==> src/rtl/cell_pos_streamer.sv <==
// rtl/cell_pos_streamer.sv - reads one cell's particle positions from RAM and streams them with backpressure
module cell_pos_streamer #(
    parameter int DATA_WIDTH   = 96,
    parameter int ADDR_WIDTH   = 8,
    parameter int PARTICLE_NUM = 220,
    parameter int FIFO_DEPTH   = 4
) (
    input  logic                  clk_i,
    input  logic                  rst_i,
    input  logic                  start_i,
    output logic [ADDR_WIDTH-1:0] mem_addr_o,
    output logic                  mem_rden_o,
    output logic                  mem_wren_o,
    input  logic [DATA_WIDTH-1:0] mem_q_i,
    output logic                  out_valid_o,
    input  logic                  out_ready_i,
    output logic [DATA_WIDTH-1:0] out_pos_o,
    output logic [ADDR_WIDTH-1:0] out_pid_o,
    output logic                  out_last_o,
    output logic [ADDR_WIDTH-1:0] particle_count_o,
    output logic                  count_err_o,
    output logic                  busy_o,
    output logic                  done_o
);

    localparam int PW = (FIFO_DEPTH > 1) ? $clog2(FIFO_DEPTH) : 1;
    localparam int CW = $clog2(FIFO_DEPTH + 1);
    localparam logic [ADDR_WIDTH-1:0] MAX_CNT = ADDR_WIDTH'(PARTICLE_NUM - 1);

    typedef enum logic [2:0] {
        S_IDLE, S_RD_CNT, S_WAIT1, S_WAIT2, S_ISSUE, S_DRAIN, S_FINISH
    } state_t;

    state_t                state_q, state_d;
    logic [ADDR_WIDTH-1:0] addr_q, next_addr_q, count_q, push_pid_q;
    logic                  cnt_err_q;
    logic [1:0]            dly_q;

    logic [DATA_WIDTH-1:0] pos_mem [FIFO_DEPTH];
    logic [ADDR_WIDTH-1:0] pid_mem [FIFO_DEPTH];
    logic                  last_mem [FIFO_DEPTH];
    logic [PW-1:0]         wr_ptr_q, rd_ptr_q;
    logic [CW-1:0]         occ_q;

    logic                  rden, issue, push, pop, credit_ok, cnt_over;
    logic [ADDR_WIDTH-1:0] issue_addr, raw_cnt, clamped_cnt;
    logic [1:0]            inflight;

    // Reads in flight plus buffered entries bound how many more words may arrive.
    assign inflight    = {1'b0, dly_q[1]} + {1'b0, dly_q[0]};
    assign credit_ok   = (32'(inflight) + 32'(occ_q)) <= 32'(FIFO_DEPTH - 1);
    assign raw_cnt     = mem_q_i[ADDR_WIDTH-1:0];
    assign cnt_over    = raw_cnt > MAX_CNT;
    assign clamped_cnt = cnt_over ? MAX_CNT : raw_cnt;
    assign push        = dly_q[1];
    assign out_valid_o = (occ_q != '0);
    assign pop         = out_valid_o && out_ready_i;

    // Next-state and read-issue decode.
    always_comb begin
        state_d    = state_q;
        rden       = 1'b0;
        issue      = 1'b0;
        issue_addr = addr_q;
        case (state_q)
            S_IDLE:   if (start_i) state_d = S_RD_CNT;
            S_RD_CNT: begin
                rden       = 1'b1;
                issue_addr = '0;
                state_d    = S_WAIT1;
            end
            S_WAIT1:  state_d = S_WAIT2;
            S_WAIT2:  state_d = (clamped_cnt == '0) ? S_FINISH : S_ISSUE;
            S_ISSUE: begin
                if (credit_ok) begin
                    rden       = 1'b1;
                    issue      = 1'b1;
                    issue_addr = next_addr_q;
                    if (next_addr_q == count_q) state_d = S_DRAIN;
                end
            end
            S_DRAIN:  if (pop && last_mem[rd_ptr_q]) state_d = S_FINISH;
            S_FINISH: state_d = S_IDLE;
            default:  state_d = S_IDLE;
        endcase
    end

    // Control state, address tracking and count capture.
    always_ff @(posedge clk_i) begin
        if (rst_i) begin
            state_q     <= S_IDLE;
            addr_q      <= '0;
            next_addr_q <= '0;
            count_q     <= '0;
            push_pid_q  <= '0;
            cnt_err_q   <= 1'b0;
            dly_q       <= '0;
        end else begin
            state_q <= state_d;
            dly_q   <= {dly_q[0], issue};
            if (rden) addr_q <= issue_addr;
            if (state_q == S_IDLE && start_i) begin
                cnt_err_q  <= 1'b0;
                push_pid_q <= ADDR_WIDTH'(1);
            end
            if (state_q == S_WAIT2) begin
                count_q     <= clamped_cnt;
                cnt_err_q   <= cnt_over;
                next_addr_q <= ADDR_WIDTH'(1);
            end
            if (issue) next_addr_q <= next_addr_q + 1'b1;
            if (push) push_pid_q <= push_pid_q + 1'b1;
        end
    end

    // Skid FIFO pointers and occupancy; push and pop may coincide.
    always_ff @(posedge clk_i) begin
        if (rst_i) begin
            wr_ptr_q <= '0;
            rd_ptr_q <= '0;
            occ_q    <= '0;
        end else begin
            if (push) wr_ptr_q <= (wr_ptr_q == PW'(FIFO_DEPTH - 1)) ? '0 : wr_ptr_q + 1'b1;
            if (pop)  rd_ptr_q <= (rd_ptr_q == PW'(FIFO_DEPTH - 1)) ? '0 : rd_ptr_q + 1'b1;
            if (push && !pop)      occ_q <= occ_q + 1'b1;
            else if (!push && pop) occ_q <= occ_q - 1'b1;
        end
    end

    // FIFO storage; contents are only visible while occupancy is non-zero.
    always_ff @(posedge clk_i) begin
        if (push) begin
            pos_mem[wr_ptr_q]  <= mem_q_i;
            pid_mem[wr_ptr_q]  <= push_pid_q;
            last_mem[wr_ptr_q] <= (push_pid_q == count_q);
        end
    end

    assign mem_addr_o       = issue_addr;
    assign mem_rden_o       = rden;
    assign mem_wren_o       = 1'b0;
    assign out_pos_o        = out_valid_o ? pos_mem[rd_ptr_q] : '0;
    assign out_pid_o        = out_valid_o ? pid_mem[rd_ptr_q] : '0;
    assign out_last_o       = out_valid_o ? last_mem[rd_ptr_q] : 1'b0;
    assign particle_count_o = count_q;
    assign count_err_o      = cnt_err_q;
    assign busy_o           = (state_q != S_IDLE) && (state_q != S_FINISH);
    assign done_o           = (state_q == S_FINISH);

endmodule

==> config.mk <==
export PLATFORM = sky130hd
export DESIGN_NAME = cell_pos_streamer
export DESIGN_NICKNAME = d
export VERILOG_FILES = /design/src/rtl/cell_pos_streamer.sv
export SDC_FILE = /design/constraint.sdc
export NUM_CORES = 1
export LEC_CHECK = 0
export ABC_CLOCK_PERIOD_IN_PS = 4900
export CAP_MARGIN = 30
export CORE_UTILIZATION = 40
export DETAILED_ROUTE_END_ITERATION = 8
export MAX_ROUTING_LAYER = met4
export PLACE_DENSITY_LB_ADDON = 0.3
export SLEW_MARGIN = 20
export SYNTH_ARGS = -nofsm -noshare
export SYNTH_HDL_FRONTEND = slang
export SYNTH_SLANG_ARGS = --single-unit
==> constraint.sdc <==
create_clock -name clk_i -period 4.9 [get_ports clk_i]
set_clock_uncertainty 0.1 [all_clocks]
set_input_delay 0.49 -clock clk_i [delete_from_list [all_inputs] [get_ports clk_i]]
set_output_delay 0.49 -clock clk_i [all_outputs]
set_load 0.02 [all_outputs]
==> results.cfg <==
[critical_path]
path_common_cell = nand2_1
required_ps = 4310
max_stage_delay_ps = 710
endpoint_kind = output pin
cp-start-kind = flop
worst-endpoint-arrival_ps = 3390
worstSetupPathType = flop to output pin
crit_chain = ha_1 -> a21o_1 -> a21boi_1 -> nand2_1 -> nand2_1 -> clkdlybuf4s50_1
cp_slowest_cell = dfxtp_1
critical_path.max_fanout = 17
reg2reg_depth = 8

[routing]
drt_iter0_drc = 594
avgRoutedWirePerCell_um = 21.3
ant_nets = 0
drt-total-wl_um = 38800
drc = 0
vias = 9465
drtPass1Iterations = 5
vias_per_cell = 5.19

[sta]
max_freq_ghz = 0.251
finalCriticalPeriod_ps = 3980
setup_ws_ps = 917
setup_tns_ps = 0
tightest_slew_ps = 909
drv_slew = 0
rsz0062_at_grt = false
hold_viol_final = 0
hold_ws_ps = 374
period_share_pct = 81.3
max-slew-margin-rel_pct = 39.4
finalSetupViolations = 0

[synthesis]
yosys.cell_count.top_type = edfxtp_1
ys_seq_elements = 467
postSynthCellCount = 953
yosysTopAreaCellShare_pct = 69.1
syn_area_sq_um = 18200
synthArstFlopShare_pct = 0
synth.area.top_cells = edfxtp_1, mux4_2, dfxtp_1
yosysUniqueCellTypes = 52
avgSynthCellArea_sq_um = 19.1
synth_ff_type = edfxtp_1
yosys.area.top_type = edfxtp_1
ys_seq_area_share_pct = 74.3
synth_nets = 1063
synth_edf_count = 420
synth_warnings = 0
yosys-top-cells-count = edfxtp_1, and2_1, mux4_2

[clocking]
numCtsBuffers = 50
cts.clk_slew.worst_paths_ps = 60
cts_root_buf = clkbuf_16
post_cts_buffers = 0
cts-hold-fix-buffers = 0
cts_resized = 0
cts_sinks = 467
clockBufferDepth = 3
h-tree-depth = 2
cts_tree = yes
insertion_delay_ps = 570

[floorplan]
die_w_um = 216
die_area_sq_um = 46500
die_h_um = 216
ios = 227
coreArea_sq_um = 44600
start_util_pct = 40.9
num_rows = 77

[cells_and_area]
drive_above_1_share_pct = 16.0
utilization_pct = 51.1
nFillCells = 3621
ff_latch_area_sq_um = 13600
final_nets = 1303
layoutNonFillerInstCount = 1823
area_delta_synth_final_pct = 25.0
multi_input_area_sq_um = 4440

[global_route]
grt_max_degree = 57
overflow = 0
grt_pass1_wl_um = 59200
grt_pass1_vias = 9843
grt_usage_pct = 17.3
antenna_found_initial = 3

[placed_design]
io_buffers = 225
gp_congestion = 0.782
placedCellCount = 1732
dp_worst_setup_slack_ps = 1500
dpl.hpwl_um = 22600

[pwr]
p_leak_nw = 7.25
p_per_area_nw_per_um2 = 541
peakVddDrop_uv = 316

[outcome]
run_status = finished, final reports clean

[flow_run]
drv_cap = 0

[worst_hold_path]
hp-class = flop to flop
hold_path_depth = 2
-- registers in the layout (all words and copies together), names as in the netlist, named ones only --
signal	count
wr_ptr_q	2
last_mem	4
next_addr_q	8
particle_count_o	8
pid_mem	32
push_pid_q	8
state_q	3
occ_q	3
pos_mem	384
dly_q	2
rd_ptr_q	2
count_err_o	1
addr_q	8
-- stage by stage --
stage	cell area (sq um)	power (mW)
detailed placement	21200	8.87
CTS	22800	12.5
global placement	21200	8.86
floorplan	18200	6.98
finish	22800	12.3
global route	22800	12.9
-- power by group --
group / internal (mW) / total [mW] / switching, mW
clock network: 2.14 / 3.62 / 1.49
logic: 2.01 / 4.09 / 2.08
registers: 4.42 / 4.63 / 0.211
-- cell usage in the layout (no fill, tap or decap), drive strengths merged, types with 4 or more instances in the layout --
master	instances
clkdlybuf4s50	225
inv	8
ha	9
and2	114
xor2	12
nand4	4
a21oi	19
xnor2	11
a22oi	5
mux4	105
o221a	4
or3	4
buf	16
nand2	28
edfxtp	420
nor2b	7
o21ai	11
nand3	18
nor3	9
nor2	19
clkinv	15
bufinv	4
dfxtp	47
clkbuf	66
-- area by class of cell --
type	count	share of cell area [%]
Sequential cell	467	59.5
Multi-Input combinational cell	426	19.5
Timing Repair Buffer	241	10.8
Clock buffer	66	5.93
Tap cell	592	3.25
Clock inverter	21	0.894
Inverter	7	0.115
Antenna cell	3	0.0329
-- cell families after synthesis --
| kind of cell | share of synthesized area, % |
|---|---|
| AOI/OAI and AO/OA | 2.24 |
| and+or+nand+nor | 7.04 |
| xor gates and xnor gates | 1.10 |
| other | 0.0206 |
| adders and majority gates | 0.727 |
| buffers and inverters | 1.44 |
| DFF | 74.3 |
| muxes | 13.1 |
-- routing by layer --
metal	track usage (%)	vias to the layer above	wire length (um)
met3	3.64	58	2210
met1	22.7	4882	17200
met2	27.3	258	18600
met5	-	-	0
met4	4.63	0	724
li1	-	4267	-
-- worst max-delay path, delay by kind of cell (launching register included) --
family	cells	cell delay (ps)
adders and majority gates	1	350
DFF	1	710
buffers and inverters	1	610
AOI/OAI and AO/OA	2	870
and+or+nand+nor	2	280
-- worst paths after layout --
kind	end	from	slack (ps)
max	mem_addr_o[7]	dly_q[1]	920
min reg2reg	addr_q[2]	addr_q[2]	370
min	addr_q[2]	addr_q[2]	370
max reg2reg	occ_q[2]	occ_q[1]	2260
Note: power is estimated with default switching activity, not from simulation.
